**config.mk**
```make
export PLATFORM = sky130hd
export DESIGN_NAME = module_spi_ctrl
export DESIGN_NICKNAME = d
export VERILOG_FILES = /design/src/rtl/module_spi_ctrl_pkg.sv /design/src/rtl/module_spi_ctrl_sclk_gen.sv /design/src/rtl/module_spi_ctrl.sv
export SDC_FILE = /design/constraint.sdc
export NUM_CORES = 1
export LEC_CHECK = 0
export ABC_AREA = 1
export CORE_MARGIN = 3
export CORE_UTILIZATION = 25
export CTS_CLUSTER_SIZE = 12
export DETAILED_ROUTE_END_ITERATION = 12
export HOLD_SLACK_MARGIN = 0.08
export PLACE_DENSITY = 0.55
export SLEW_MARGIN = 0
export SYNTH_ARGS = -nofsm -noshare
export SYNTH_HDL_FRONTEND = slang
export SYNTH_HIERARCHICAL = 1
export SYNTH_SLANG_ARGS = --single-unit
```
**constraint.sdc**
```tcl
create_clock -name clk_i -period 1.6 [get_ports clk_i]
set_input_delay 0.32 -clock clk_i [delete_from_list [all_inputs] [get_ports clk_i]]
set_output_delay 0.32 -clock clk_i [all_outputs]
set_load 0.01 [all_outputs]
```
**src/rtl/module_spi_ctrl_pkg.sv**
```systemverilog
// Shared types for the register-file SPI sequencer: data word, address, and FSM state.
package pkg_global;

   localparam int bits_width  = 8;
   localparam int bitsh_width = 5;
   localparam int bit_cnt_w   = $clog2(bits_width);

   typedef logic [bits_width-1:0]  bits_t;
   typedef logic [bitsh_width-1:0] bitsh_t;
   typedef logic [bit_cnt_w-1:0]   bit_cnt_t;

   typedef enum logic [2:0] {
      IDLE  = 3'd0,
      LOAD  = 3'd1,
      SHIFT = 3'd2,
      STORE = 3'd3,
      DONE  = 3'd4
   } spi_state_t;

endpackage

```
**src/rtl/module_spi_ctrl_sclk_gen.sv**
```systemverilog
// SPI mode-0 clock generator: toggles every DIV enabled cycles and flags each edge one cycle early.
module module_spi_sclk_gen #(
   parameter int DIV = 4
) (
   input  logic clk_i,
   input  logic rst_n_i,
   input  logic en_i,
   output logic sclk_o,
   output logic rise_o,
   output logic fall_o
);

   localparam int CW = (DIV > 1) ? $clog2(DIV) : 1;

   logic [CW-1:0] cnt_q, cnt_d;
   logic          sclk_q, sclk_d;
   logic          tick;

   // The strobes mark the cycle whose closing edge toggles sclk.
   assign tick   = en_i && (cnt_q == CW'(DIV - 1));
   assign rise_o = tick && !sclk_q;
   assign fall_o = tick && sclk_q;
   assign sclk_o = sclk_q;

   always_comb begin
      cnt_d  = cnt_q;
      sclk_d = sclk_q;
      if (!en_i) begin
         cnt_d  = '0;
         sclk_d = 1'b0;
      end else if (tick) begin
         cnt_d  = '0;
         sclk_d = !sclk_q;
      end else begin
         cnt_d = cnt_q + CW'(1);
      end
   end

   always_ff @(posedge clk_i or negedge rst_n_i) begin
      if (!rst_n_i) begin
         cnt_q  <= '0;
         sclk_q <= 1'b0;
      end else begin
         cnt_q  <= cnt_d;
         sclk_q <= sclk_d;
      end
   end

endmodule

```
**src/rtl/module_spi_ctrl.sv**
```systemverilog
// SPI master burst sequencer: reads words 1..n from the register file, shifts them out
// in mode 0, and writes each received word back to the same address.
module module_spi_ctrl
   import pkg_global::*;
#(
   parameter int DIV = 4
) (
   input  logic   clk_i,
   input  logic   rst_n_i,
   input  logic   start_i,
   input  bitsh_t n_tx_i,
   output logic   busy_o,
   output logic   done_o,
   output bitsh_t cnt_tx_o,
   output bitsh_t addr_rs1_o,
   input  bits_t  rs1_i,
   output logic   we_o,
   output bitsh_t addr_rd_o,
   output bits_t  data_o,
   output logic   sclk_o,
   output logic   cs_n_o,
   output logic   mosi_o,
   input  logic   miso_i
);

   spi_state_t state_q, state_d;
   bitsh_t     idx_q, idx_d;
   bitsh_t     n_q, n_d;
   bitsh_t     cnt_q, cnt_d;
   bits_t      tx_q, tx_d;
   bits_t      rx_q, rx_d;
   bit_cnt_t   bit_q, bit_d;
   logic       mosi_q, mosi_d;
   logic       rise, fall;

   module_spi_sclk_gen #(.DIV(DIV)) u_sclk (
      .clk_i  (clk_i),
      .rst_n_i(rst_n_i),
      .en_i   (state_q == SHIFT),
      .sclk_o (sclk_o),
      .rise_o (rise),
      .fall_o (fall)
   );

   always_comb begin
      state_d = state_q;
      idx_d   = idx_q;
      n_d     = n_q;
      cnt_d   = cnt_q;
      tx_d    = tx_q;
      rx_d    = rx_q;
      bit_d   = bit_q;
      mosi_d  = mosi_q;
      case (state_q)
         IDLE: begin
            if (start_i) begin
               cnt_d = '0;
               if (n_tx_i != '0) begin
                  n_d     = n_tx_i;
                  idx_d   = bitsh_t'(1);
                  state_d = LOAD;
               end else begin
                  state_d = DONE;
               end
            end
         end
         LOAD: begin
            tx_d    = rs1_i;
            mosi_d  = rs1_i[bits_width-1];
            bit_d   = '0;
            state_d = SHIFT;
         end
         SHIFT: begin
            if (rise) rx_d = {rx_q[bits_width-2:0], miso_i};
            if (fall) begin
               tx_d   = {tx_q[bits_width-2:0], 1'b0};
               mosi_d = tx_q[bits_width-2];
               if (bit_q == bit_cnt_t'(bits_width - 1)) state_d = STORE;
               else                                     bit_d   = bit_q + bit_cnt_t'(1);
            end
         end
         STORE: begin
            cnt_d = cnt_q + bitsh_t'(1);
            // idx never exceeds the latched count, so it cannot wrap back to address 0.
            if (idx_q == n_q) begin
               state_d = DONE;
            end else begin
               idx_d   = idx_q + bitsh_t'(1);
               state_d = LOAD;
            end
         end
         DONE: begin
            mosi_d  = 1'b0;
            state_d = IDLE;
         end
         default: state_d = IDLE;
      endcase
   end

   always_ff @(posedge clk_i or negedge rst_n_i) begin
      if (!rst_n_i) begin
         state_q <= IDLE;
         idx_q   <= '0;
         n_q     <= '0;
         cnt_q   <= '0;
         tx_q    <= '0;
         rx_q    <= '0;
         bit_q   <= '0;
         mosi_q  <= 1'b0;
      end else begin
         state_q <= state_d;
         idx_q   <= idx_d;
         n_q     <= n_d;
         cnt_q   <= cnt_d;
         tx_q    <= tx_d;
         rx_q    <= rx_d;
         bit_q   <= bit_d;
         mosi_q  <= mosi_d;
      end
   end

   // Decoded from the state register so reset forces them off without waiting for a clock.
   assign busy_o     = (state_q != IDLE);
   assign done_o     = (state_q == DONE);
   assign we_o       = (state_q == STORE);
   assign cs_n_o     = !((state_q == LOAD) || (state_q == SHIFT) || (state_q == STORE));
   assign cnt_tx_o   = cnt_q;
   assign addr_rs1_o = idx_q;
   assign addr_rd_o  = idx_q;
   assign data_o     = rx_q;
   assign mosi_o     = mosi_q;

endmodule

```
======== Word-level counts from Yosys, hierarchy flattened ========
Index checks and enable logic that the tools add are counted.
storage, ports and cells
  output and inout bits ................... 29
  input bits .............................. 17
  flip-flop bits (word level) ............. 40
  word-level logic and storage cells ...... 72
operators by class
  eq/ne operators ......................... 14
  reduce and logical (&&, ||, !) cells .... 21
  mux-type cells .......................... 23
  add/subtract/negate cells ............... 4
operators by type and width
  cell                                            number
  2-to-1 mux 3 bit                                7
  2-to-1 mux 5 bit                                4
  one-hot mux 5 bit (2 select lines)              2
  inequality test 2 bit (second input constant)   7
  one-hot mux 7 bit (2 select lines)              1
  one-hot mux 3 bit (4 select lines)              1
  adder 5 x 1 -> 5 bit (second input constant)    2
  AND reduction 3 bit                             3
  AND reduction 2 bit                             4
  2-to-1 mux 7 bit                                1
  == test 3 x 2 -> 1 bit (second input constant)  2
  == test 3 bit (second input constant)           2
  one-hot mux 3 bit (2 select lines)              1
  nonzero test 3 bit                              2
  == test 5 bit                                   1
  nonzero test 5 bit                              1
  2-to-1 mux 2 bit                                2
  AND reduction 4 bit                             1
  nonzero test 2 bit                              2
  adder 3 x 1 -> 3 bit (second input constant)    1
  == test 3 x 1 -> 1 bit (second input constant)  1
  logical AND 1 bit                               3
  zero test 3 bit                                 1
  2-to-1 mux 1 bit                                3
  5 further kinds                                 7

======== Logic depth before layout (Yosys ltp) ========
Gate-level depths: netlist of run 1.
  word-level depth ........................ 5
  mapped depth ............................ 12
  mapped depth without buffers ............ 11

======== By module ========
Netlist of run 1, hierarchy kept.
modules (own cells, without submodules)
  module               cells each  sequential area each (µm²)  times used  area each (µm²)
  module_spi_ctrl      215         925.9                       1           1918.1
  module_spi_sclk_gen  16          75.1                        1           135.1

======== Worst setup path after synthesis of run 1 ========
No wires, ideal clock.
  path kind ............................... register to register
  start point ............................. reg state_q[2]
  end point ............................... reg tx_q[3]
  data arrival time ....................... 1.553 ns
  setup slack ............................. -0.036 ns
  stages on the path, launching flop included .. 12
  library setup time ...................... 0.083 ns
  required time ........................... 1.517 ns
  path through ............................ dfrtp_1 > nor2_4 > nand2_4 > inv_6 > buf_4 > nand2_1 > nor2_1 > inv_1 > o21ai_2 > buf_4 > o211ai_1 > o21ai_0
on the way
  longest elaborated chain between the ends .. 5
RTL lines
  what                                    line                            source
  from (decl)                             module_spi_ctrl.sv:26           spi_state_t state_q, state_d;
  from (signal assigned)                  module_spi_ctrl.sv:111          state_q <= state_d;
  == test 3 x 2 -> 1 bit                  module_spi_ctrl.sv:39           .en_i (state_q == SHIFT),
  logical AND 1 bit                       module_spi_ctrl_sclk_gen.sv:20  assign tick = en_i && (cnt_q == CW'(DIV - 1));
  logical AND 1 bit                       module_spi_ctrl_sclk_gen.sv:22  assign fall_o = tick && sclk_q;
  named net fall                          module_spi_ctrl.sv:34           logic rise, fall;
  inequality test 2 bit (no source line)  --
  AND reduction 2 bit (no source line)    --
  to (signal assigned)                    module_spi_ctrl.sv:115          tx_q <= tx_d;
  to (decl)                               module_spi_ctrl.sv:30           bits_t tx_q, tx_d;
The timed path passes the listed nets, and every way through them passes these cells.
A chain may end at the register's enable or synchronous reset.

======== Final worst setup path of run 1 ========
  start point ............................. reg cnt_q[4] (netlist: cnt_tx_o[4])
  end point ............................... out cnt_tx_o[4]
RTL lines
  what                    line                    source
  from (decl)             module_spi_ctrl.sv:29   bitsh_t cnt_q, cnt_d;
  from (signal assigned)  module_spi_ctrl.sv:114  cnt_q <= cnt_d;
  to (decl)               module_spi_ctrl.sv:14   output bitsh_t cnt_tx_o,
No word-level cell between the ends.

==> flow_metrics.env, run 1 <==
export IMPL_clock_skew_ns=0.00500
export IMPL_via_per_inst=4.22
export IMPL_critPathKind="reg2out"
export IMPL_synthToLayoutAreaGrowth_pct=40.2
export IMPL_finalHoldViolCount=0
export IMPL_cts_buffers=5
export IMPL_dp_hpwl_um=3120
export IMPL_power_frac_comb_pct=49.2
export IMPL_arrival_ns=1.22
export IMPL_gr_total_overflow=0
export IMPL_fin_crit_sh_pct=96.4
export IMPL_power_switching_w=0.00161
export IMPL_crit_family="buffers and inverters"
export IMPL_grt_usage_pct=9.44
export IMPL_wl_per_cell_um=10.6
export IMPL_core_um2=7850
export IMPL_layout_common_cells="nand2_1 (48), clkdlybuf4s50_1 (40), dfrtp_1 (35)"
export IMPL_drt_initial_drc_count=43
export IMPL_rr_worst_depth=11
export IMPL_rsz0062_at_grt="true"
export IMPL_yosys_warnings=6
export IMPL_die_area_um2=9340
export IMPL_dr_pass1_iters=4
export IMPL_drc=0
export IMPL_rows=32
export IMPL_syn_cell_area_um2=2050
export IMPL_swShare_pct=37.9
export IMPL_antenna_cells=0
export IMPL_clk_latency_ns=0.29
export IMPL_die_y_um=96.6
export IMPL_layout_commonest_cell="nand2_1"
export IMPL_portBuffers=45
export IMPL_cts_sinks=40
export IMPL_cp_max_fo=3
export IMPL_crit_path_max_incr_delay_ns=0.56
export IMPL_r2r_end="bit_q[1]"
export IMPL_synth_cell_types=29
export IMPL_final_util_pct=36.7
export IMPL_crit_chain="clkdlybuf4s50_1"
export IMPL_status="finished, final reports clean"
export IMPL_seq_power_share_pct=34.6
export IMPL_antenna_found_initial=0
export IMPL_tritoncts="built"
export IMPL_path_clk_slew_ns=0.08
export IMPL_place_congestion=0.795
export IMPL_die_x_um=96.6
export IMPL_avgSynthCellArea_um2=8.89
export IMPL_initial_core_util_pct=26.2
export IMPL_grt_pass1_vias=1613
export IMPL_worstMarginPinSlew_ns=0.527
export IMPL_max_slew_margin_pct=64.9
export IMPL_drtAntennaViolNets=0
export IMPL_slowest_stage="clkdlybuf4s50_1"
export IMPL_io_pins=46
export IMPL_hold_worst_slack_ns=0.0788
export IMPL_crit_path_start_kind="flip-flop"
export IMPL_ir_drop_v=0.000537
export IMPL_grt_pass1_wl_um=7370
export IMPL_min_period_ns=1.54
export IMPL_pwr_share_clk_pct=16.2
export IMPL_cap_violations=0
export IMPL_n_fill_cell=811
export IMPL_htreeDepth=2
export IMPL_hold_buffers=0
export IMPL_max_freq_mhz=648
export IMPL_vias=1706
export IMPL_drive_gt1_share_pct=22.2
export IMPL_r2r_slack_ns=0.06
export IMPL_synth_seq_area_share_pct=48.8
export IMPL_netlist_instances=231
export IMPL_finalSetupViolCount=0
export IMPL_slew_viol_final=0
export IMPL_p_leak_nw=1.35
export IMPL_internal_power_w=0.00264
export IMPL_root_buffer="clkbuf_8"
export IMPL_cts_path_max_buffers=2
export IMPL_grt_max_degree=41
export IMPL_required_ns=1.28
export IMPL_end_kind="output port"
export IMPL_power_density_nw_per_um2=1470
export IMPL_r2r_start="state_q[2]"
export IMPL_hp_class="in2async"
export IMPL_ys_seq_elements=40
export IMPL_synth_fp_nets=253
export IMPL_final_net_count=323
export IMPL_cp_num_buf_inv=1
export IMPL_routed_wl_um=4280
==> cell families (layout without fill, tap and decap cells) <==
family                     count (synthesis)  count (layout)  share of synthesized area, %
and+or+nand+nor                           87              87                          20.3
buffers and inverters                     47             118                          10.1
AOI/OAI and AO/OA                         40              40                          11.9
DFF                                       40              40                          48.8
xor gates and xnor gates                   6               6                          2.56
muxes                                      6               6                          3.29
adders and majority gates                  5               5                          3.05
==> how the worst max path moves through the flow <==
stage / from / endpoint / slack [ns] / cells after the start
final: cnt_tx_o[4] / cnt_tx_o[4] / 0.06 / 1
after global routing: state_q[2] / bit_q[0] / -0.08 / 11
after CTS: state_q[2] / bit_q[2] / -0.0004 / 11
after detailed placement: n_tx_i[3] / addr_rd_o[3] / -0.1 / 6
after global placement: n_tx_i[3] / addr_rd_o[2] / -0.09 / 6
after floorplan: state_q[2] / tx_q[3] / 0.03 / 11
==> stage by stage <==
step | std cells | setup TNS (ns) | total power [W] | setup slack, ns | cell area (µm²)
2_1_floorplan | 231 | 0 | 0.00271 | 0.0263 | 2060
3_3_place_gp | 382 | -0.410 | 0.00341 | -0.0875 | 2670
4_1_cts | 398 | -0.000385 | 0.00423 | -0.000385 | 2820
6_report | 404 | 0 | 0.00424 | 0.0570 | 2880
3_5_place_dp | 382 | -0.482 | 0.00344 | -0.0953 | 2670
5_1_grt | 404 | -0.644 | 0.00463 | -0.0849 | 2880
==> power by group through the flow <==
| stage | combinational [W] | clock (W) | sequential (W) |
|---|---|---|---|
| after floorplan | 0.00118 | 0 | 0.00153 |
| after global placement | 0.00190 | 0 | 0.00152 |
| after detailed placement | 0.00192 | 0 | 0.00152 |
| after CTS | 0.00203 | 0.000720 | 0.00147 |
| after global routing | 0.00236 | 0.000768 | 0.00150 |
| final | 0.00209 | 0.000688 | 0.00147 |
==> sequential cells by signal (all words and copies together), names as in the netlist, 2 cells and up <==
register / count
addr_rd_o: 5
bit_q: 3
cnt_tx_o: 5
data_o: 8
n_q: 5
state_q: 3
tx_q: 7
u_sclk/cnt_q: 2
==> Yosys cell counts <==
cell type / number / area [µm²]
nand3_1: 11 / 55.1
a31oi_1: 1 / 6.26
nor3_2: 1 / 10.0
xor2_1: 2 / 17.5
nand4_1: 3 / 18.8
o21ai_1: 1 / 5.00
nand4_4: 1 / 21.3
nand3_2: 2 / 20.0
a21oi_1: 3 / 15.0
ha_1: 5 / 62.6
o21ai_2: 2 / 17.5
buf_4: 7 / 52.6
nor2_2: 1 / 6.26
inv_2: 4 / 15.0
nand2_2: 2 / 12.5
o22ai_1: 4 / 25.0
nor2_1: 11 / 41.3
nor3_1: 2 / 10.0
nor2_4: 1 / 11.3
inv_1: 35 / 131
a21boi_4: 1 / 18.8
o21ai_0: 21 / 105
inv_6: 1 / 8.76
nand2_4: 2 / 22.5
dfrtp_1: 40 / 1000
xnor2_1: 4 / 35.0
mux2_1: 6 / 67.6
o211ai_1: 7 / 52.6
nand2_1: 50 / 188
==> worst reg2reg max path, stage by stage (launching register included) <==
cell	delay [ns]
dfrtp_2	0.44
nor2_4	0.13
buf_6	0.11
nand2_4	0.05
clkinv_4	0.05
nand2_2	0.05
nor2_2	0.11
inv_2	0.05
nand2_2	0.07
a21boi_4	0.25
nand3_2	0.08
o21ai_0	0.07
==> layout make-up <==
type | count | area, µm² | area share [%]
tap | 102 | 128 | 4.43
clock buffer | 8 | 90.1 | 3.13
inverter | 40 | 155 | 5.39
sequential | 40 | 1010 | 35.0
timing repair buffer | 70 | 633 | 22.0
multi-input combinational | 144 | 866 | 30.1
==> layer usage <==
metal | global-route usage (%) | routed length, µm | share of wire (%)
met1 | 12.2 | 1970 | 46
met2 | 15.5 | 2070 | 48
met3 | 2.52 | 184 | 4.3
met4 | 2.70 | 51 | 1.2
met5 | 0 | 0 | 0
==> timing repair <==
action	CTS	global route
pin swaps	1	4
endpoints found under the setup margin	12	25
setup buffers	8	6
gates resized for setup	10	17
Power figures use the tool's default switching activity.
==> run 2, diff against run 1 <==
--- a/config.mk
+++ b/config.mk
@@ -7,11 +7,11 @@
 export LEC_CHECK = 0
 export ABC_AREA = 1
 export CORE_MARGIN = 3
-export CORE_UTILIZATION = 25
+export CORE_UTILIZATION = 45
 export CTS_CLUSTER_SIZE = 12
 export DETAILED_ROUTE_END_ITERATION = 12
 export HOLD_SLACK_MARGIN = 0.08
-export PLACE_DENSITY = 0.55
+export PLACE_DENSITY = 0.83
 export SLEW_MARGIN = 0
 export SYNTH_ARGS = -nofsm -noshare
 export SYNTH_HDL_FRONTEND = slang
==> constraint.sdc (replaced) <==
create_clock -name clk_i -period 1.6 [get_ports clk_i]
set_input_delay 0.32 -clock clk_i [delete_from_list [all_inputs] [get_ports clk_i]]
set_output_delay 0.32 -clock clk_i [all_outputs]
set_load 0.02 [all_outputs]
==> run 2 against run 1 <==
  * Count of clock-buffer cells in the layout unchanged
  * Largest power group unchanged
  * Clock power increased by 0.6%
  * Die area decreased by 42%
  * Final cell count decreased by 14%
  * Routed wire length decreased by 1.7%
  * Fmax increased by 3.1%
  * Register-to-register slack improved by 0.05 ns
  * Hold slack got worse by 0.0082 ns
  * Utilization increased by 29 points
  * Global-route usage increased by 7.2 points
  * Critical endpoint is now bit_q[1]
  * Via count increased by 1.3%
==> flow_metrics.env, run 2 (synthesized netlist as in run 1, its figures left out) <==
export IMPL_fin_crit_sh_pct=93.6
export IMPL_via_per_inst=5.00
export IMPL_worstMarginPinSlew_ns=0.507
export IMPL_core_um2=4200
export IMPL_layout_common_cells="nand2_1 (48), dfrtp_1 (40), inv_1 (35)"
export IMPL_post_dp_cell_area_um2=2620
export IMPL_crit_path_max_incr_delay_ns=0.40
export IMPL_final_net_count=317
export IMPL_seq_power_share_pct=34.4
export IMPL_power_density_nw_per_um2=1570
export IMPL_r2r_start="state_q[0]"
export IMPL_synthToLayoutAreaGrowth_pct=34.5
export IMPL_hold_worst_slack_ns=0.0706
export IMPL_drtAntennaViolNets=0
export IMPL_io_pins=46
export IMPL_wl_per_cell_um=12.2
export IMPL_gr_max_usage_layer="met2"
export IMPL_slew_viol_final=0
export IMPL_n_fill_cell=343
export IMPL_p_leak_nw=1.49
export IMPL_htreeDepth=2
export IMPL_final_area_um2=2760
export IMPL_rr_worst_depth=11
export IMPL_grtUsageMet2_pct=26.0
export IMPL_r2r_end="bit_q[1]"
export IMPL_crit_end="bit_q[1]"
export IMPL_routed_wl_um=4210
export IMPL_grt_use_met1_pct=21.4
export IMPL_clk_latency_ns=0.29
export IMPL_initial_core_util_pct=48.9
export IMPL_grt_max_degree=41
export IMPL_path_clk_slew_ns=0.07
export IMPL_die_y_um=73.5
export IMPL_crit_chain="inv_2, buf_6, nand2_4, clkinv_4, nand2_2, nor2_2, inv_1, nand2_2, a21boi_4, nand3_2, o21ai_1"
export IMPL_finalHoldViolCount=0
export IMPL_root_buffer="clkbuf_8"
export IMPL_path_common_cell="nand2_2"
export IMPL_cts_sinks=40
export IMPL_antenna_cells=0
export IMPL_place_inst=332
export IMPL_setup_tns_ns=0
export IMPL_drc=0
export IMPL_grt_pass1_wl_um=6870
export IMPL_gr_total_overflow=0
export IMPL_portBuffers=45
export IMPL_pwr_share_clk_pct=15.9
export IMPL_clock_skew_ns=0.00512
export IMPL_crit_start="state_q[0]"
export IMPL_grt_use_met3_pct=4.92
export IMPL_internal_power_w=0.00256
export IMPL_finalNonFillerCells=346
export IMPL_p_total_w=0.00434
export IMPL_largest_register_ffs=8
export IMPL_multi_input_area_um2=877
export IMPL_dr_pass1_iters=4
export IMPL_finalSetupViolCount=0
export IMPL_swShare_pct=40.9
export IMPL_place_congestion=0.790
export IMPL_seq_area_um2=1000
export IMPL_antenna_found_initial=0
export IMPL_cap_violations=0
export IMPL_cts_buffers=5
export IMPL_cp_max_fo=6
export IMPL_power_frac_comb_pct=49.6
export IMPL_slowest_stage="dfrtp_1"
export IMPL_drive_gt1_share_pct=17.6
export IMPL_hold_buffers=0
export IMPL_max_slew_margin_pct=66.2
export IMPL_tritoncts="built"
export IMPL_cts_path_max_buffers=2
export IMPL_r2r_slack_ns=0.10
export IMPL_end_kind="flip-flop"
export IMPL_dp_hpwl_um=3000
export IMPL_hp_class="in2async"
export IMPL_vias=1729
export IMPL_max_freq_mhz=668
export IMPL_arrival_ns=1.71
export IMPL_grt_usage_pct=16.6
export IMPL_layout_commonest_cell="nand2_1"
export IMPL_ir_drop_v=0.000687
export IMPL_required_ns=1.82
export IMPL_drt_initial_drc_count=79
export IMPL_status="finished, final reports clean"
export IMPL_power_switching_w=0.00178
export IMPL_critPathKind="reg2reg"
export IMPL_grt_pass1_vias=1594
export IMPL_die_area_um2=5410
export IMPL_min_period_ns=1.50
export IMPL_crit_path_start_kind="flip-flop"
export IMPL_rows=23
export IMPL_die_x_um=73.5
-- run 2: cell type report --
class	instances	share of cell area [%]
clock buffer	8	3.26
inverter	40	5.62
multi-input combinational	144	31.8
sequential	40	36.2
tap	50	2.27
timing repair buffer	64	20.8
-- run 2: metrics by stage --
step	setup slack, ns	util [%]
finish	0.103	65.7
floorplan	0.0261	-
detailed placement	-0.0393	62.3
global route	-0.0164	65.7
CTS	0.00332	64.0
global placement	0.0126	62.3
-- run 2: metal layers --
metal	part of all wire, %	up-vias
met2	49	47
met5	0	-
met3	5.8	7
li1	-	873
met1	43	802
met4	1.9	0
-- run 2: critical path: cells and delay by family (launching register included) --
| kind | cells | cell delay (ns) |
|---|---|---|
| buf+inv | 4 | 0.31 |
| simple gates | 5 | 0.36 |
| compound gates | 2 | 0.34 |
| flops | 1 | 0.40 |
-- run 2: power groups by stage --
stage          sequential [W]  clock, W  combinational [W]
4_1_cts               0.00150  0.000713            0.00201
3_5_place_dp          0.00152         0            0.00207
6_report              0.00149  0.000692            0.00215
3_3_place_gp          0.00151         0            0.00201
2_1_floorplan         0.00160         0            0.00123
5_1_grt               0.00153  0.000743            0.00237
-- run 2: worst min path at each step --
stage,endpoint,slack [ns],depth (start not counted)
4_1_cts,addr_rd_o[2],0.09,2
3_3_place_gp,cnt_tx_o[2],0.41,2
3_5_place_dp,cnt_tx_o[1],0.41,2
6_report,cnt_tx_o[1],0.07,2
5_1_grt,addr_rd_o[2],0.12,2
2_1_floorplan,addr_rd_o[0],0.02,0
-- run 2: repair_timing --
action	in CTS	in global routing
pin swaps	0	5
gates resized for setup	29	21
endpoints found under the setup margin	23	22
hold endpoints to repair	0	0
buffers inserted	0	6
==> run 3, diff against run 2 <==
--- a/config.mk
+++ b/config.mk
@@ -6,6 +6,7 @@
 export NUM_CORES = 1
 export LEC_CHECK = 0
 export ABC_AREA = 1
+export CAP_MARGIN = 0
 export CORE_MARGIN = 3
 export CORE_UTILIZATION = 45
 export CTS_CLUSTER_SIZE = 12
==> constraint.sdc (replaced) <==
create_clock -name clk_i -period 1.6 [get_ports clk_i]
set_input_delay 0.32 -clock clk_i [delete_from_list [all_inputs] [get_ports clk_i]]
set_output_delay 0.32 -clock clk_i [all_outputs]
set_load 0.1 [all_outputs]
==> run 3 against run 2 <==
  * Hold slack improved by 0.37 ns
  * Clock skew is 0.011 ns higher
  * First-iteration DRC count increased by 48%
  * Routed wire length increased by 17%
  * Global-route usage increased by 2.9 points
  * Critical path depth fell by 1
  * Register-to-register slack got worse by 0.099 ns
  * Critical path type unchanged
  * Critical endpoint is now tx_q[0]
==> flow_metrics.env, run 3 (synthesized netlist as in run 1, its figures left out) <==
export IMPL_status="finished, final reports clean"
export IMPL_final_area_um2=3100
export IMPL_cp_max_fo=6
export IMPL_die_x_um=73.5
export IMPL_rsz0062_at_grt="true"
export IMPL_worstMarginPinSlew_ns=0.456
export IMPL_place_inst=327
export IMPL_vias=1831
export IMPL_finalSetupViolCount=0
export IMPL_cts_sinks=40
export IMPL_routed_wl_um=4930
export IMPL_wl_per_cell_um=14.3
export IMPL_drive_gt1_share_pct=31.2
export IMPL_power_switching_w=0.00294
export IMPL_cts_buffers=5
export IMPL_internal_power_w=0.00296
export IMPL_max_freq_mhz=626
export IMPL_dr_pass1_iters=4
export IMPL_antenna_found_initial=0
export IMPL_seq_power_share_pct=26.9
export IMPL_fin_crit_sh_pct=99.8
export IMPL_grt_usage_pct=19.5
export IMPL_grt_pass1_vias=1800
export IMPL_cts_path_max_buffers=2
export IMPL_final_util_pct=73.7
export IMPL_drt_initial_drc_count=117
export IMPL_p_leak_nw=1.44
export IMPL_initial_core_util_pct=48.9
export IMPL_end_kind="flip-flop"
export IMPL_antenna_cells=0
export IMPL_final_net_count=316
export IMPL_path_clk_slew_ns=0.08
export IMPL_drc=0
export IMPL_rr_worst_depth=10
export IMPL_swShare_pct=49.8
export IMPL_clk_latency_ns=0.30
export IMPL_power_density_nw_per_um2=1900
export IMPL_tritoncts="built"
export IMPL_layout_common_cells="nand2_1 (46), inv_1 (33), dfrtp_1 (30)"
export IMPL_via_per_inst=5.31
export IMPL_pwr_share_clk_pct=12.0
export IMPL_grt_pass1_wl_um=8070
export IMPL_min_period_ns=1.60
export IMPL_cap_violations=0
export IMPL_dp_hpwl_um=3480
export IMPL_ir_drop_v=0.00174
export IMPL_largest_register_ffs=8
export IMPL_max_slew_margin_pct=69.6
export IMPL_htreeDepth=2
export IMPL_place_congestion=0.886
export IMPL_required_ns=1.76
export IMPL_root_buffer="clkbuf_8"
export IMPL_finalHoldViolCount=0
export IMPL_power_frac_comb_pct=61.1
export IMPL_slew_viol_final=0
export IMPL_die_y_um=73.5
export IMPL_synthToLayoutAreaGrowth_pct=50.9
export IMPL_layout_commonest_cell="nand2_1"
export IMPL_die_area_um2=5410
export IMPL_crit_path_start_kind="flip-flop"
export IMPL_hp_class="reg2reg"
export IMPL_io_pins=46
export IMPL_critPathKind="reg2reg"
export IMPL_n_fill_cell=269
export IMPL_drtAntennaViolNets=0
export IMPL_clock_skew_ns=0.0162
export IMPL_arrival_ns=1.75
export IMPL_post_dp_cell_area_um2=2890
export IMPL_hold_depth=1
export IMPL_finalNonFillerCells=345
export IMPL_portBuffers=45
export IMPL_rows=23
export IMPL_grt_max_degree=22
export IMPL_core_um2=4200
export IMPL_gr_total_overflow=0
[run 3: changes by cell type in the layout (fill, tap and decap cells not counted), moves of 6 or more]
| cell | previous run | this run |
|---|---|---|
| dfrtp_1 | 40 | 30 |
| dlymetal6s2s_1 | 6 | 0 |
| dfrtp_2 | 0 | 10 |
| dlygate4sd2_1 | 19 | 0 |
| buf_12 | 1 | 29 |
[run 3: layout make-up]
type	count	area, µm²	share of cell area [%]
clock buffer	6	82.6	2.67
clock inverter	2	15.0	0.485
inverter	40	160	5.17
multi-input combinational	144	890	28.7
sequential	40	1010	32.7
tap	50	62.6	2.02
timing repair buffer	63	875	28.2
[run 3: power by group through the flow]
| stage | logic [W] | clock network [W] | registers, W |
|---|---|---|---|
| 3_3_place_gp | 0.00328 | 0 | 0.00159 |
| 3_5_place_dp | 0.00335 | 0 | 0.00160 |
| 5_1_grt | 0.00382 | 0.000771 | 0.00163 |
| 6_report | 0.00360 | 0.000708 | 0.00159 |
| 2_1_floorplan | 0.00168 | 0 | 0.00216 |
| 4_1_cts | 0.00340 | 0.000717 | 0.00159 |
[run 3: critical path, cell delays in order (launching register included)]
cell	delay [ns]
dfrtp_1	0.37
inv_2	0.07
nor2_4	0.16
nand2_4	0.09
inv_6	0.08
nand2_2	0.05
nor2_2	0.11
inv_2	0.05
o21ai_2	0.16
buf_2	0.19
o21ai_0	0.12
[run 3: worst paths after layout]
kind	slack [ns]	to	start
setup / recovery	0.004	tx_q[0]	state_q[1]
hold reg to reg	0.44	u_sclk/cnt_q[0]	u_sclk/cnt_q[0]
setup reg to reg	0.004	tx_q[0]	state_q[1]
hold / removal	0.44	u_sclk/cnt_q[0]	u_sclk/cnt_q[0]
min in group asynchronous	0.50	state_q[0]	rst_n_i
max in group asynchronous	0.57	data_o[2]	rst_n_i
[run 3: per-layer routing]
layer	share of wire [%]	vias up	track usage, %	routed length (µm)
met3	4.9	18	4.65	243
met1	39	870	24.4	1940
li1	-	870	-	-
met5	0	-	0	0
met4	3.7	0	8.65	180
met2	52	73	32.0	2560
[run 3: what timing repair did]
item,CTS,global route
setup endpoints to repair,2,23
cloned,0,1
setup buffers,2,6
resized for setup,1,17
endpoints found under the hold margin,19,0
pin swaps,0,6
hold buffers,1,0
[run 3: per-stage QoR]
| stage | worst slack [ns] | total power (W) | hold slack (ns) | setup TNS, ns |
|---|---|---|---|---|
| 6_report | 0.00381 | 0.00590 | 0.437 | 0 |
| 3_5_place_dp | -0.131 | 0.00495 | 0.291 | -0.819 |
| 2_1_floorplan | -0.107 | 0.00384 | 0.0244 | -0.107 |
| 4_1_cts | -0.00902 | 0.00571 | 0.440 | -0.00902 |
| 3_3_place_gp | -0.000811 | 0.00487 | 0.288 | -0.00168 |
| 5_1_grt | -0.0822 | 0.00622 | 0.464 | -0.533 |
